**config.mk**
```make
export PLATFORM = sky130hd
export DESIGN_NAME = exu_disp_oitf
export DESIGN_NICKNAME = d
export VERILOG_FILES = /design/src/rtl/exu_disp_oitf.sv
export SDC_FILE = /design/constraint.sdc
export NUM_CORES = 1
export LEC_CHECK = 0
export CAP_MARGIN = 20
export CORE_AREA = 2 2 141 143
export CTS_CLUSTER_DIAMETER = 150
export DETAILED_ROUTE_END_ITERATION = 12
export DIE_AREA = 0 0 143 145
export SLEW_MARGIN = 40
export SYNTH_ARGS = -nofsm -noshare
export SYNTH_HDL_FRONTEND = slang
export SYNTH_SLANG_ARGS = --single-unit
```
**constraint.sdc**
```tcl
create_clock -name clk -period 2.21 [get_ports clk]
set_input_delay 0.442 -clock clk [delete_from_list [all_inputs] [get_ports clk]]
set_output_delay 0.442 -clock clk [all_outputs]
set_load 0.01 [all_outputs]
```
**src/rtl/exu_disp_oitf.sv**
```systemverilog
// exu_disp_oitf: dispatch stage with outstanding-instruction track FIFO and RAW/WAW hazard stall
module exu_disp_oitf #(
    parameter int XLEN       = 32,
    parameter int PC_SIZE    = 32,
    parameter int RFIDX_W    = 5,
    parameter int DECINFO_W  = 32,
    parameter int OITF_DEPTH = 2,
    parameter int ITAG_W     = 1,
    parameter int WAW_CHK    = 1
) (
    input  logic                 clk,
    input  logic                 rst_n,
    input  logic                 disp_i_valid,
    output logic                 disp_i_ready,
    input  logic                 disp_i_rs1en,
    input  logic                 disp_i_rs2en,
    input  logic                 disp_i_rdwen,
    input  logic [RFIDX_W-1:0]   disp_i_rs1idx,
    input  logic [RFIDX_W-1:0]   disp_i_rs2idx,
    input  logic [RFIDX_W-1:0]   disp_i_rdidx,
    input  logic [XLEN-1:0]      disp_i_rs1,
    input  logic [XLEN-1:0]      disp_i_rs2,
    input  logic [XLEN-1:0]      disp_i_imm,
    input  logic [DECINFO_W-1:0] disp_i_info,
    input  logic [PC_SIZE-1:0]   disp_i_pc,
    input  logic                 disp_i_ilegl,
    output logic                 disp_o_alu_valid,
    input  logic                 disp_o_alu_ready,
    input  logic                 disp_o_alu_longpipe,
    output logic [XLEN-1:0]      disp_o_alu_rs1,
    output logic [XLEN-1:0]      disp_o_alu_rs2,
    output logic [XLEN-1:0]      disp_o_alu_imm,
    output logic                 disp_o_alu_rdwen,
    output logic [RFIDX_W-1:0]   disp_o_alu_rdidx,
    output logic [DECINFO_W-1:0] disp_o_alu_info,
    output logic [PC_SIZE-1:0]   disp_o_alu_pc,
    output logic                 disp_o_alu_ilegl,
    output logic [ITAG_W-1:0]    disp_o_alu_itag,
    input  logic                 oitf_ret_ena,
    output logic [ITAG_W-1:0]    oitf_ret_ptr,
    output logic                 oitf_ret_rdwen,
    output logic [RFIDX_W-1:0]   oitf_ret_rdidx,
    output logic                 oitf_empty,
    output logic                 oitf_full
);
    logic [OITF_DEPTH-1:0] vld;
    logic [OITF_DEPTH-1:0] ent_rdwen;
    logic [RFIDX_W-1:0]    ent_rdidx [OITF_DEPTH];
    logic [ITAG_W-1:0]     wptr;
    logic [ITAG_W-1:0]     rptr;
    logic                  dep;
    logic                  cond;
    logic                  alloc;
    logic                  retire;

    assign oitf_empty       = ~|vld;
    assign oitf_full        = vld[wptr];
    assign cond             = ~dep & (disp_o_alu_longpipe ? ~oitf_full : 1'b1);
    assign disp_o_alu_valid = disp_i_valid & cond;
    assign disp_i_ready     = disp_o_alu_ready & cond;
    assign alloc            = disp_o_alu_valid & disp_o_alu_ready & disp_o_alu_longpipe;
    assign retire           = oitf_ret_ena & ~oitf_empty;
    assign disp_o_alu_rs1   = disp_i_rs1;
    assign disp_o_alu_rs2   = disp_i_rs2;
    assign disp_o_alu_imm   = disp_i_imm;
    assign disp_o_alu_rdwen = disp_i_rdwen;
    assign disp_o_alu_rdidx = disp_i_rdidx;
    assign disp_o_alu_info  = disp_i_info;
    assign disp_o_alu_pc    = disp_i_pc;
    assign disp_o_alu_ilegl = disp_i_ilegl;
    assign disp_o_alu_itag  = wptr;
    assign oitf_ret_ptr     = rptr;
    assign oitf_ret_rdwen   = ent_rdwen[rptr];
    assign oitf_ret_rdidx   = ent_rdidx[rptr];

    // Hazard detect: any live entry writing a non-x0 register the new instruction reads (or writes, when WAW is on)
    always_comb begin
        dep = 1'b0;
        for (int i = 0; i < OITF_DEPTH; i++) begin
            dep = dep | (vld[i] & ent_rdwen[i] & (
                  (disp_i_rs1en & (disp_i_rs1idx == ent_rdidx[i]) & (|disp_i_rs1idx))
                | (disp_i_rs2en & (disp_i_rs2idx == ent_rdidx[i]) & (|disp_i_rs2idx))
                | ((WAW_CHK != 0) & disp_i_rdwen & (disp_i_rdidx == ent_rdidx[i]) & (|disp_i_rdidx))));
        end
    end

    // Valid bits and pointers: allocate at wptr, retire oldest at rptr
    always_ff @(posedge clk) begin
        if (!rst_n) begin
            vld  <= '0;
            wptr <= '0;
            rptr <= '0;
        end else begin
            if (alloc) begin
                vld[wptr] <= 1'b1;
                wptr      <= wptr + 1'b1;
            end
            if (retire) begin
                vld[rptr] <= 1'b0;
                rptr      <= rptr + 1'b1;
            end
        end
    end

    // Entry payload needs no reset; it is only observed while its valid bit is set
    always_ff @(posedge clk) begin
        if (alloc) begin
            ent_rdwen[wptr] <= disp_i_rdwen;
            ent_rdidx[wptr] <= disp_i_rdidx;
        end
    end
endmodule

```
==> metrics.md, run 1 <==
| Metric | Value |
|---|---|
| Vias in the first global route | 1520 |
| Synth top area share | 0.536 |
| P_sw | 0.226 mW |
| Synthesized area | 0.00234 mm² |
| Overall Power | 0.954 mW |
| Max FO, Critical Path | 2 |
| PD cells | 415 mW/mm² |
| Initial antenna violation count | 1 |
| Status | finished with violations |
| Tcrit/Tclk final | 1.16 |
| Gate power share | 0.248 |
| Syn_nets | 445 |
| Asr flop ratio synth | 0 |
| Die Ht | 145 µm |
| CP most frequent cell | buf_6 |
| Slowest CP cell | or4_4 |
| Post-synth top area cell | buf_4 |
| Area of the core | 0.0192 mm² |
| Port buffer count | 41 |
| Final Routed Wirelength | 9.00 mm |
| Critical path endpoint category | output port |
| Critical path type | input pin to output port |
| Diode count | 0 |
| Initial core utilization | 0.122 |
| Distinct cell type count after synthesis | 26 |
| Top_reg_cell synth | edfxtp_1 |
| Gr usage total | 0.0798 |
| Fmax achieved | 390 MHz |
| Yosys warnings | 0 |
| Pre-antenna DRT Iters | 4 |
| VDD IR-drop max | 365 µV |
| Synth area leaders | buf_4, edfxtp_1, xnor2_1, xor2_1, dfxtp_1 |
| Skew final | 1.00 ps |
| Reg power frac | 0.376 |
| I/O pins | 364 |
| Min-delay worst type | input pin to flip-flop |
| Die Wd | 143 µm |
| DR WL/cell | 20.6 µm |
| Setup violators final | 2 |
| Worst endpoint required time | 1770 ps |
| Leakage | 0.754 nW |
| Unrepaired setup endpoints after global routing | true |
| Post-Synthesis Cells | 260 |
| H-tree depth | 1 |
| Relative slew slack | 0.710 |
| Final Hold Vio Count | 0 |
| CTS root buf | clkbuf_16 |
| Initial DRC count | 20 |
| Avg Inst Size Synth | 9.00 µm² |
| Hold_buf cts | 0 |
| Vias per cell | 3.03 |
| Die area | 0.0207 mm² |
| Pins Over Slew Limit | 0 |
| Routability cong. | 0.772 |
| FF+latch count, synth | 17 |
| CTS Sinks | 17 |
| Slew @ Worst Pin | 430 ps |
| Post-synth EDFFs | 12 |
| HPWL Detailed | 7.75 mm |
| Detail Route Antenna Nets | 0 |
| First-pass GRT wire length | 11.7 mm |
| Final net count | 359 |
| Share of cells above drive strength 1 | 0.457 |
| Fillers | 2200 |
| DRC violations left | 0 |
| Later-pin clock latency in the skew report | 250 ps |
| Critical path startpoint category | input pin |
| Std-Cell Rows | 51 |
| Crit-path cells | buf_6 -> or4_4 -> o21ai_4 -> nor4_4 -> o311ai_4 -> and3_4 -> and2_4 -> buf_6 |
| Final Util | 0.120 |
| Int Power | 0.728 mW |
| P&R area growth vs syn | -1.82% |
| Sw frac | 0.237 |
| Total CTS buffers | 3 |
| Final Worst Setup Slack | -352 ps |
| Longest individual stage delay on the worst path | 540 ps |
| Worst-path clk slew | 50 ps |
| Overflow after GRT | 0 |
| Crit path DAT | 2120 ps |
| Seq/Total Area, Yosys | 0.197 |
| Clock tree buffer depth | 2 |
| Pin count of the biggest net entering global routing | 11 |
| DR vias | 1326 |
| Max Cap Violations | 0 |
| Clock power frac | 0.377 |
| CTS tree | done |
| Violated checks | negative setup slack |
| Crit path time final | 2560 ps |
## power groups by stage
stage,Combinational [mW],Clock [mW],Sequential [mW]
finish,0.236,0.359,0.358
global route,0.253,0.381,0.359
CTS,0.232,0.366,0.358
detailed placement,0.224,0,0.365
global placement,0.220,0,0.365
floorplan,0.377,0,0.366
## registers in the layout, indices dropped and copies added, names as in the netlist, named ones only
name / flops
ent_rdidx: 10
vld: 2
disp_o_alu_itag: 1
oitf_ret_ptr: 1
ent_rdwen: 2
## timing repair
action,CTS,global route
setup endpoints to repair,17,17
hold endpoints to repair,0,0
buffers inserted,5,2
pin swaps,19,17
gates resized for setup,68,15
## routing by layer
metal  routed length [µm]  global-route usage
met4                  684              0.0653
met3                 2370              0.0884
met1                 2220              0.0604
met2                 3720               0.111
met5                   13                   0
## kinds of logic after synthesis
kind of cell	synth area share
buffers and inverters	0.537
XOR/XNOR	0.116
AO/OA/AOI/OAI	0.0353
flip-flops	0.197
AND/OR/NAND/NOR	0.0807
multiplexers	0.0337
## per-stage QoR
stage / instances / instance area (µm²) / setup WS [ps] / setup TNS, ps / hold slack (ps)
5_1_grt: 438 / 2300 / -418 / -1200 / 523
6_report: 438 / 2300 / -352 / -703 / 508
4_1_cts: 436 / 2240 / -432 / -1330 / 526
2_1_floorplan: 260 / 2360 / -75.2 / -150 / 541
3_5_place_dp: 432 / 2120 / -1210 / -11530 / 595
3_3_place_gp: 432 / 2120 / -1210 / -11010 / 592
## layout by cell type, fill, tap and decap left out, types with 2 or more instances in the layout
cell / n
buf_4: 32
nor4_4: 4
and2_4: 2
buf_6: 10
xor2_1: 12
o221a_1: 2
dfxtp_1: 5
nand4_1: 2
mux2_2: 7
clkdlybuf4s15_1: 3
buf_2: 4
and3_4: 2
or4_4: 4
clkdlybuf4s50_1: 24
clkbuf_16: 3
xnor2_1: 18
o21ai_4: 3
a21oi_1: 2
edfxtp_1: 12
nand3_1: 4
and2_1: 2
## Yosys cell counts (all sizes together), types with 2 or more instances
master	n
nand4	2
nand3	4
dfxtp	5
a21oi	2
o221a	2
xor2	13
nor2	2
buf	167
or4	4
nor4	6
edfxtp	12
mux2	7
and2	4
xnor2	18
and3	2
o21ai	4
## layout make-up
class | instances | area, µm² | area share
multi-input cells | 75 | 752 | 0.327
repair buffers | 76 | 669 | 0.291
flip-flops and latches | 17 | 460 | 0.200
well taps | 265 | 332 | 0.144
clock buffers | 3 | 75.1 | 0.0327
clock inverters | 1 | 5.00 | 0.00218
inverters | 1 | 3.75 | 0.00163
## final timing paths
check	start	end	slack [ps]	cells past startpoint
setup / recovery	disp_i_rs1idx[2]	disp_o_alu_valid	-350	8
setup reg to reg	ent_rdidx[0][4]	vld[0]	50	7
hold / removal	disp_i_rdidx[1]	ent_rdidx[0][1]	510	2
hold reg to reg	oitf_ret_ptr	vld[1]	600	2
## critical path: cells and delay by family
kind | cells | cell delay [ps]
simple gates | 4 | 960
compound gates | 2 | 520
buf+inv | 2 | 180
Note: power is estimated with default switching activity, not from simulation.
==> inputs of run 2 (changes only) <==
ABC_AREA = 0   (was default)
SETUP_SLACK_MARGIN = 0.05   (was default)
==> metrics.md, run 2 (same netlist as run 1, synthesis figures left out) <==
| Metric | Value |
|---|---|
| Gr usage total | 0.0801 |
| CP bufs+invs | 3 |
| Std-Cell Rows | 51 |
| P&R area growth vs syn | -0.374% |
| Crit path DAT | 2140 ps |
| CTS root buf | clkbuf_16 |
| Most flops, register | ent_rdidx |
| Flip-flop count of the largest register after layout | 10 |
| Hold_buf cts | 0 |
| Crit path max-delay family | simple AND/OR/NAND/NOR gates |
| Max FO, Critical Path | 2 |
| Pre-antenna DRT Iters | 4 |
| Commonest non-fill, non-tap cell in the layout | buf_4 |
| Fin area | 0.00233 mm² |
| Longest individual stage delay on the worst path | 530 ps |
| Total CTS buffers | 3 |
| Worst Setup SP | disp_i_rs2idx[3] |
| Setup TNS | -819 ps |
| Final net count | 362 |
| H-tree depth | 1 |
| Slowest CP cell | or4_4 |
| Final Routed Wirelength | 9.04 mm |
| Min-delay worst type | input pin to flip-flop |
| Crit-path cells | buf_6 -> or4_4 -> o21ai_4 -> buf_6 -> nor4_4 -> o311ai_4 -> and3_4 -> and2_4 -> buf_6 |
| Pin count of the biggest net entering global routing | 11 |
| Final Hold Vio Count | 0 |
| Fmax achieved | 387 MHz |
| Skew final | 1.57 ps |
| Max Cap Violations | 0 |
| Initial antenna violation count | 1 |
| CTS Sinks | 17 |
| Placed cell area | 0.00212 mm² |
| Critical path endpoint category | output port |
| Share of cells above drive strength 1 | 0.472 |
| Relative slew slack | 0.741 |
| DRC violations left | 0 |
| DR WL/cell | 20.5 µm |
| Vias in the first global route | 1515 |
| Slew @ Worst Pin | 384 ps |
| Die Wd | 143 µm |
| Hold Path Origin | disp_i_rdidx[2] |
| Worst R2R Start | ent_rdidx[0][4] |
| Vias per cell | 3.03 |
| Detail Route Antenna Nets | 0 |
| HPWL Detailed | 7.75 mm |
| Later-pin clock latency in the skew report | 250 ps |
| Worst endpoint required time | 1770 ps |
| Initial DRC count | 24 |
| CTS tree | done |
| Tcrit/Tclk final | 1.17 |
| Worst-path clk slew | 50 ps |
| Clock tree buffer depth | 2 |
| I/O pins | 364 |
| Area of the multi-input gates | 753 µm² |
| Initial core utilization | 0.122 |
| Critical path startpoint category | input pin |
| Flip-flop and latch area | 460 µm² |
| Final Worst Setup Slack | -376 ps |
| Setup violators final | 8 |
| Area of the core | 0.0192 mm² |
| Diode count | 0 |
| DR vias | 1338 |
| Die area | 0.0207 mm² |
| First-pass GRT wire length | 11.8 mm |
| Critical path type | input pin to output port |
| VDD IR-drop max | 370 µV |
| Unrepaired setup endpoints after global routing | true |
| Fillers | 2194 |
| Port buffer count | 41 |
| Routability cong. | 0.772 |
| Crit path time final | 2590 ps |
| Status | finished with violations |
| Violated checks | negative setup slack |
| Leakage | 0.779 nW |
| PD cells | 412 mW/mm² |
| Top flop regs | ent_rdidx x10, ent_rdwen x2, vld x2 |
| Die Ht | 145 µm |
| CP most frequent cell | buf_6 |
| Overflow after GRT | 0 |
| Overall Power | 0.961 mW |
| Most frequent cells in the layout | buf_4, clkdlybuf4s50_1, xnor2_1 |
| Pins Over Slew Limit | 0 |
[run 2: cell type report]
class                   instances  area share
well taps                     265       0.142
inverters                       1     0.00161
multi-input cells              75       0.323
clock inverters                 1     0.00215
repair buffers                 79       0.301
flip-flops and latches         17       0.198
clock buffers                   3      0.0322
[run 2: worst reg2reg max path, delay by kind of cell, from the launching register on]
kind | cells | cell delay, ps
AOI/OAI and AO/OA | 1 | 230
and+or+nand+nor | 4 | 980
xor gates and xnor gates | 1 | 170
DFF | 1 | 400
buffers and inverters | 2 | 310
[run 2: metrics by stage]
step / utilization / instances / setup slack, ps / hold WS, ps
floorplan: - / 260 / -75.2 / 541
global placement: 0.111 / 432 / -1210 / 592
detailed placement: 0.111 / 432 / -1210 / 595
CTS: 0.118 / 438 / -432 / 526
global route: 0.121 / 441 / -444 / 504
finish: 0.121 / 441 / -376 / 499
[run 2: metal layers]
| layer | part of all wire | GRT usage | vias up |
|---|---|---|---|
| met1 | 0.25 | 0.0616 | 578 |
| met2 | 0.41 | 0.111 | 171 |
| met5 | 0.0014 | 0 | - |
| met3 | 0.26 | 0.0884 | 72 |
| li1 | - | - | 515 |
| met4 | 0.076 | 0.0653 | 2 |
[run 2: final timing paths]
kind                                          to  slack [ps]  cells after the start
worst min register to register            vld[1]         600                      2
worst max-delay path            disp_o_alu_valid        -380                      9
worst max register to register            vld[0]          20                      8
worst min-delay path             ent_rdidx[0][2]         500                      2
[run 2: report_power, final]
group	total, mW	switching, mW	internal (mW)
Combinational	0.242	0.102	0.139
Sequential	0.358	0.00789	0.350
Clock	0.361	0.119	0.242
[run 2: repair_timing]
item | CTS | global route
gates resized for setup | 70 | 16
setup endpoints to repair | 17 | 17
gates cloned | 0 | 0
buffers inserted | 5 | 3
pin swaps | 21 | 15
==> patch: new RTL, config.mk and constraints of run 1 <==
Make the reset (`rst_n`) asynchronous in one clocked block.
--- a/src/rtl/exu_disp_oitf.sv
+++ b/src/rtl/exu_disp_oitf.sv
@@ -86,5 +86,5 @@
 
     // Valid bits and pointers: allocate at wptr, retire oldest at rptr
-    always_ff @(posedge clk) begin
+    always_ff @(posedge clk or negedge rst_n) begin
         if (!rst_n) begin
             vld  <= '0;
Function: differs if rst_n is asserted again (counterexample within 4 cycles, from zero or initial values and one cycle with rst_n low); with rst_n held inactive, the same outputs for 10 cycles.
==> patch against run 1 <==
  * The run still ends with setup timing left
  * Sequential share of layout area increased by 0.41 points
  * Area after synthesis up 0.16%
  * Setup slack improved by 52 ps
  * Design area shrank 1.7%
  * Final cell count grew 0.68%
  * Wire length up 9.7%
  * Via count grew 1.7%
  * Sequential cell count shrank 1
  * Worst hold slack worse by 110 ps
  * Critical path type unchanged
  * Critical endpoint unchanged
  * Largest cell class unchanged
  * Highest routed layer is now met4
Power is not compared: it rests on default switching activity, and its combinational part moved more than twofold at a synthesized area within 25%.
==> patch: results (changes against run 1) <==
[synth]
ys.flop_type = edfxtp_1
synthTopCellsByCount = buf_4, xnor2_1, edfxtp_1, xor2_1, mux2_2
synth_warnings = 0  ; unchanged
synth_area_leaders = buf_4, edfxtp_1, xnor2_1
yosysSeqAreaShare = 0.196  ; -0.000315
syn-num-nets = 450  ; +1.1%
async_flop_share = 0.250  ; +0.250
syn_avg_cell_area_sq_um = 8.84  ; -1.7%
yosysUniqueCellTypes = 30  ; +15%

[setup_path]
rrSetupSlack_ps = 70  ; +20 ps
r2r_end = vld[0]
crit_path_max_incr_delay_ps = 520  ; -20 ps
cp_data_arrival_time_ps = 2070  ; -50 ps
timing.rr.start = ent_rdidx[0][2]
cpLargestDelayFamily = simple AND/OR/NAND/NOR gates
crit_path_max_fanout = 2  ; unchanged

[timing]
timing.slew.headroom = 0.753  ; +0.0429
finalSetupViolations = 2  ; unchanged
whs_ps = 397  ; -111 ps
finalClockSkew_ps = 4.14  ; +3.14 ps
setup_tns_ps = -571  ; +132 ps
layout_setup_ws_ps = -300  ; +52.0 ps
finalCriticalPeriod_ps = 2510  ; -52.0 ps

[clock_network]
clk-insertion-delay-late_ps = 250  ; about the same
post-cts-setup-buffers = 2  ; -3
ctsHtreeMaxLevel = 1  ; unchanged
cts_resized = 69  ; +1.5%
clk_pin_slew_ps = 50  ; about the same

[global_route]
grt_use_total = 0.0900  ; +0.0101
grt_pass1_vias = 1546  ; +1.7%
antenna_found_initial = 0  ; -1
grt_pass1_wl_mm = 12.7  ; +8.4%
grt_start_max_net_pins = 11  ; unchanged

[place]
dpl.hpwl_mm = 8.66  ; +12%
placed_cell_area_sq_um = 2080  ; -2.1%
gp_congestion = 0.732  ; -5.2%
place_ws_ps = -1180  ; +23.1 ps

[run_status]
violations = setup timing
status = finished with violations

[power]
combPwrFrac = 0.452
power.internal_uw = 991
p_seq_uw = 435

[min_path]
hold_class = primary input to async pin

[detailed_routing]
dr.pass1.iters = 4  ; unchanged
viasPerCell = 3.06  ; +0.97%
drt-total-wl_mm = 9.87  ; +9.7%
drt_iter0_drc = 58  ; +190%

[cells_and_area]
drive_gt1_frac = 0.426  ; -0.0305
final_cells = 441  ; +0.68%
layout.nets = 362  ; +0.84%
fill_cells = 2204  ; +0.18%

-- patch: changes by cell type after synthesis, moves of 3 or more --
| cell | delta |
|---|---|
| and2_1 | -4 |
| dfrtp_1 | +4 |
| dfxtp_1 | -5 |
| inv_1 | +4 |
| nand4_1 | +3 |
| xnor2_1 | +5 |
| xor2_1 | -5 |
-- patch: layer usage --
layer / global-route usage / vias to the layer above / share of wire
li1: - / 527 / -
met1: 0.0652 / 575 / 0.24
met2: 0.139 / 184 / 0.45
met3: 0.0954 / 62 / 0.25
met4: 0.0574 / 0 / 0.060
met5: 0.0100 / - / 0
-- patch: layout make-up --
class	instances	area, sq um	area share
multi-input combinational	76	726	0.322
timing repair buffer	75	641	0.284
sequential	16	462	0.205
tap	265	332	0.147
clock buffer	3	75.1	0.0333
inverter	5	18.8	0.00831
clock inverter	1	3.75	0.00166
-- patch: worst max path at each step --
stage	endpoint	from	slack [ps]	depth (start not counted)
floorplan	disp_i_ready	disp_i_rs1idx[0]	-30	5
global placement	disp_o_alu_valid	disp_i_rs1idx[0]	-1150	7
detailed placement	disp_o_alu_valid	disp_i_rs1idx[0]	-1180	7
CTS	disp_o_alu_valid	disp_i_rs1idx[3]	-360	7
global route	disp_o_alu_valid	disp_i_rs1idx[3]	-380	7
finish	disp_o_alu_valid	disp_i_rs2idx[1]	-300	7
-- patch: cells by family after synthesis --
family / count (synthesis) / share of synthesized area
multiplexers: 7 / 0.0336
AND/OR/NAND/NOR: 26 / 0.0710
buffers and inverters: 173 / 0.545
flip-flops: 16 / 0.196
XOR/XNOR: 31 / 0.116
AO/OA/AOI/OAI: 12 / 0.0384
